## config.mk

```make
export PLATFORM = sky130hd
export DESIGN_NAME = sipo_deser
export DESIGN_NICKNAME = d
export VERILOG_FILES = /design/src/rtl/sipo_pkg.sv /design/src/rtl/sipo_shift_core.sv /design/src/rtl/sipo_deser.sv
export SDC_FILE = /design/constraint.sdc
export NUM_CORES = 1
export LEC_CHECK = 0
export ABC_AREA = 0
export CAP_MARGIN = 20
export CORE_MARGIN = 8
export CORE_UTILIZATION = 41
export CTS_CLUSTER_SIZE = 24
export DETAILED_ROUTE_END_ITERATION = 7
export GPL_TIMING_DRIVEN = 0
export PLACE_DENSITY = 0.75
export SLEW_MARGIN = 30
export SYNTH_ARGS = -nofsm -noshare
export SYNTH_HDL_FRONTEND = slang
export SYNTH_SLANG_ARGS = --single-unit
```

## constraint.sdc

```tcl
create_clock -name clk -period 1.4 [get_ports clk]
set_clock_uncertainty 0.2 [all_clocks]
set_input_delay 0.14 -clock clk [delete_from_list [all_inputs] [get_ports clk]]
set_output_delay 0.14 -clock clk [all_outputs]
set_load 0.01 [all_outputs]
```

## src/rtl/sipo_pkg.sv

```systemverilog
// Shared types and constants for the sipo_deser serial-in parallel-out receiver.
package sipo_pkg;

    localparam int SIPO_WIDTH_DEF = 4;

    typedef enum logic [0:0] {
        ST_DATA = 1'b0,
        ST_PAR  = 1'b1
    } sipo_state_e;

    // Bit counter must be able to hold the value WIDTH itself.
    function automatic int sipo_cnt_w(input int width);
        return $clog2(width + 1);
    endfunction

endpackage

```

## src/rtl/sipo_shift_core.sv

```systemverilog
// Shift register and bit counter for one data frame, MSB first.
// Flags the edge that samples the last data bit of the frame.
import sipo_pkg::*;

module sipo_shift_core #(
    parameter int WIDTH = SIPO_WIDTH_DEF
) (
    input  logic             clk,
    input  logic             rst,
    input  logic             i_shift_en,
    input  logic             i_sin,
    output logic [WIDTH-1:0] o_word,
    output logic             o_busy,
    output logic             o_frame_done
);

    localparam int CW = sipo_cnt_w(WIDTH);

    logic [WIDTH-1:0] r_shreg;
    logic [CW-1:0]    r_cnt;
    logic             w_last;

    assign w_last = (r_cnt == CW'(WIDTH - 1));

    always_ff @(posedge clk) begin
        if (rst) begin
            r_shreg <= '0;
            r_cnt   <= '0;
        end else if (i_shift_en) begin
            r_shreg <= {r_shreg[WIDTH-2:0], i_sin};
            r_cnt   <= w_last ? '0 : r_cnt + 1'b1;
        end
    end

    // Word as it stands after this edge, so a load on the final edge includes the bit being sampled.
    assign o_word       = i_shift_en ? {r_shreg[WIDTH-2:0], i_sin} : r_shreg;
    assign o_busy       = (r_cnt != '0);
    assign o_frame_done = i_shift_en && w_last;

endmodule

```

## src/rtl/sipo_deser.sv

```systemverilog
// Serial-in parallel-out deserializer: assembles WIDTH-bit words and offers them on a valid/ready holding register.
// Optional even-parity bit per frame when SIPO_PARITY_EN is defined.
import sipo_pkg::*;

module sipo_deser #(
    parameter int WIDTH = SIPO_WIDTH_DEF
) (
    input  logic             clk,
    input  logic             rst,
    input  logic             sin_en,
    input  logic             sin,
    output logic [WIDTH-1:0] pout,
    output logic             pout_valid,
    input  logic             pout_ready,
    output logic             busy,
`ifdef SIPO_PARITY_EN
    output logic             parity_err,
`endif
    output logic             overrun
);

    // Handshake: pout is held stable while pout_valid=1; a word is consumed on any rising edge
    // with pout_valid && pout_ready. pout_ready is ignored while pout_valid=0.

    logic [WIDTH-1:0] r_pout;
    logic             r_valid;
    logic             r_overrun;
    logic [WIDTH-1:0] w_word;
    logic             w_core_busy;
    logic             w_data_done;
    logic             w_shift_en;
    logic             w_frame_done;
    logic             w_free;
    logic             w_load;

`ifdef SIPO_PARITY_EN
    sipo_state_e r_state;
    logic        r_perr;

    assign w_shift_en   = sin_en && (r_state == ST_DATA);
    assign w_frame_done = sin_en && (r_state == ST_PAR);

    always_ff @(posedge clk) begin
        if (rst) begin
            r_state <= ST_DATA;
        end else if (w_data_done) begin
            r_state <= ST_PAR;
        end else if (w_frame_done) begin
            r_state <= ST_DATA;
        end
    end

    // Dropped frames leave the reported parity of the held word untouched.
    always_ff @(posedge clk) begin
        if (rst) begin
            r_perr <= 1'b0;
        end else if (w_load) begin
            r_perr <= ^{w_word, sin};
        end
    end

    assign parity_err = r_perr;
    assign busy       = w_core_busy || (r_state == ST_PAR);
`else
    assign w_shift_en   = sin_en;
    assign w_frame_done = w_data_done;
    assign busy         = w_core_busy;
`endif

    sipo_shift_core #(
        .WIDTH(WIDTH)
    ) u_core (
        .clk         (clk),
        .rst         (rst),
        .i_shift_en  (w_shift_en),
        .i_sin       (sin),
        .o_word      (w_word),
        .o_busy      (w_core_busy),
        .o_frame_done(w_data_done)
    );

    assign w_free = !r_valid || pout_ready;
    assign w_load = w_frame_done && w_free;

    always_ff @(posedge clk) begin
        if (rst) begin
            r_pout    <= '0;
            r_valid   <= 1'b0;
            r_overrun <= 1'b0;
        end else begin
            r_overrun <= 1'b0;
            if (w_frame_done) begin
                if (w_free) begin
                    r_pout  <= w_word;
                    r_valid <= 1'b1;
                end else begin
                    r_overrun <= 1'b1;
                end
            end else if (r_valid && pout_ready) begin
                r_valid <= 1'b0;
            end
        end
    end

    assign pout       = r_pout;
    assign pout_valid = r_valid;
    assign overrun    = r_overrun;

endmodule

```

==> results.cfg <==
[worst_setup_path]
worstPathCellList = ha_4 > nand3b_4 > nor2b_4 > mux2_4
crit_family = flip-flops
endpoint = pout[2]$_SDFFE_PP0P_
path_class = reg -> reg
cpPeakStageDelay_ns = 0.36
cp.required_ns = 1.36
reg2reg_depth = 4
rr_endpoint = pout[2]$_SDFFE_PP0P_
cpMaxStageDelayCell = dfxtp_2
worstPathMaxFanout = 4
crit_path_end_kind = register
cp_num_buf_inv = 0
r2r_setup_slack_ns = -0.03
cp-startpoint = u_core.r_cnt[1]$_SDFFE_PP0P_
cp.depth = 4
cp_data_arrival_time_ns = 1.39
r2r_start = u_core.r_cnt[1]$_SDFFE_PP0P_
start_kind = register

[clock_tree]
clk_pin_slew_ns = 0.08
clock_path_buffers = 2
cts_tree = built
root_buffer = clkbuf_4
h-tree-depth = 1
clk_latency_ns = 0.27
cts_buffers = 3
cts_num_sinks = 13

[synth]
ys_seq_area_share_pct = 47.27
synth.avg_cell_area_um2 = 11.24
yosys-top-cells-area = dfxtp_1 (47%), mux2_4 (11%), mux2i_1 (9.1%)
syn_nets = 56
netlist_instances = 49
ys_ff_latch = 13
yosysTopAreaCell = dfxtp_1
synth.distinct_cells = 17
synth_top_cell_area_share_pct = 47.27
ys_warn_count = 0
synthesis.area_um2 = 550.5

[placement]
gp_congestion = 0.6275
io_buffer_count = 10
placed_area_um2 = 684.4
dp_hpwl_um = 648.6
place_inst = 74

[finish]
finalNonFillerCells = 84
multi_input_area_um2 = 277.8
final_area_um2 = 753.2
fill_cells = 118
layout-drive-gt1-share_pct = 30.43
regArea_um2 = 265.3
area_growth_pct = 36.82
utilization_pct = 58.62
diodes = 0
final_cell_mix = dfxtp_1 (11), dlygate4sd2_1 (6), mux2i_1 (5), nor2_1 (5)
fin_nets = 77
final_common_cell = dfxtp_1

[floorplanning]
num_io_pins = 12
start_util_pct = 42.84
rows = 13
die_x_um = 52.65
core-area_um2 = 1285
die_area_um2 = 2772
die_h_um = 52.65

[global_routing]
met1_usage_pct = 7.903
grt_pass1_wl_mm = 1.566
grt_busiest_layer = met2
grt_use_total_pct = 7.281
grt_pass1_vias = 400
antenna_found_initial = 0
grt_overflow = 0
grt_util_met2_pct = 12.25
grt_max_degree = 11
met3_usage_pct = 3.125

[sta]
max_freq_mhz = 697.9
holdWs_ns = 0.01575
finalSetupViolCount = 4
worstMarginPinSlew_ns = 0.1826
rsz0062_at_grt = yes
fin_crit_ns = 1.433
fin_crit_sh_pct = 102.4
hold_violations = 0
relSlewSlack_pct = 87.75
finalWorstSetupSlack_ns = -0.03293
drv_slew = 0

[detailed_routing]
dr.pass1.iters = 4
ant_nets = 0
drt_iter0_drc = 6
wirelength_um = 932
avgViaCountPerCell = 4.643
via_count = 390
detail_route.wl_per_cell_um = 11.10
route.detailed.drc = 0

[min_path]
min_path_type = in -> reg

[outcome]
violations = negative setup slack
outcome = finished with violations

[power_and_ir_drop]
peakVddDrop_mv = 0.5627
power_leakage_nw = 0.3604
powerDensity_nw_per_um2 = 900.4

[run]
max-cap-violations = 0
-- synthesized netlist by cell type --
| master | n |
|---|---|
| dfxtp_1 | 13 |
| mux2i_1 | 5 |
| nor2_1 | 5 |
| mux2_4 | 4 |
| nor2b_1 | 4 |
| inv_1 | 3 |
| nand2b_1 | 3 |
| a21oi_1 | 2 |
| ha_1 | 2 |
| a211oi_1 | 1 |
| buf_2 | 1 |
| buf_6 | 1 |
| nand2_1 | 1 |
| nand3_1 | 1 |
| nand3b_4 | 1 |
| nor2b_4 | 1 |
| nor3_1 | 1 |
-- power by group --
part           leakage (nW)  switching (mW)  internal [mW]
Sequential            0.106         0.00752          0.378
Clock                0.0150           0.115          0.110
Combinational         0.239          0.0296         0.0383
-- stage by stage --
step / power [mW] / TNS [ns] / setup WS, ns
3_5_place_dp: 0.4567 / -0.9621 / -0.2117
4_1_cts: 0.6787 / -0.1746 / -0.04516
6_report: 0.6782 / -0.1270 / -0.03293
5_1_grt: 0.7019 / -0.2956 / -0.07586
3_3_place_gp: 0.4557 / -0.9368 / -0.2076
2_1_floorplan: 0.4323 / 0 / 0.01448
-- sequential cells by signal (all words and copies together) (netlist names) --
signal,flops
overrun,1
pout,4
pout_valid,1
u_core.r_cnt,3
u_core.r_shreg,4
-- worst min-delay path by stage --
stage | from | to | slack, ns | depth (start not counted)
2_1_floorplan | sin | u_core.r_shreg[0]$_SDFF_PP0_ | 0.13 | 2
3_3_place_gp | sin_en | u_core.r_cnt[2]$_SDFFE_PP0P_ | 0.20 | 2
3_5_place_dp | sin_en | u_core.r_cnt[2]$_SDFFE_PP0P_ | 0.21 | 2
4_1_cts | sin_en | u_core.r_shreg[0]$_SDFF_PP0_ | 0.02 | 3
5_1_grt | sin_en | u_core.r_shreg[0]$_SDFF_PP0_ | 0.05 | 3
6_report | sin_en | u_core.r_shreg[3]$_SDFF_PP0_ | 0.02 | 3
-- tightest hold or removal path: stages --
cell and delay [ns]:
buf_6 0.11, mux2i_1 0.07, nor2_1 0.11
-- what timing repair did --
item                                    4_1_cts  5_1_grt
endpoints found under the setup margin       11        5
setup buffers                                 2        2
endpoints found under the hold margin         3        0
cloned                                        0        0
hold buffers                                  2        0
gates resized for setup                      11        2
pin swaps                                     1        1
-- logic make-up after synthesis --
group                    share of synthesized area [%]
flip-flops                                       47.27
adder cells (fa/ha/maj)                          4.545
buffers and inverters                            4.999
AO/OA/AOI/OAI                                    3.182
AND/OR/NAND/NOR                                  20.00
multiplexers                                     20.00
-- routing by layer --
metal,vias to the layer above,share of wire (%)
li1,200,-
met1,177,48
met2,13,44
met3,0,8.2
met4,0,0
met5,-,0
-- cell type report --
| cell class | instances | area share (%) |
|---|---|---|
| Timing Repair Buffer | 16 | 18.27 |
| Multi-Input combinational cell | 31 | 36.88 |
| Sequential cell | 13 | 35.22 |
| Tap cell | 15 | 2.492 |
| Inverter | 3 | 1.495 |
| Buffer | 2 | 2.159 |
| Clock buffer | 4 | 3.488 |
(Power assumes the default switching activity.)
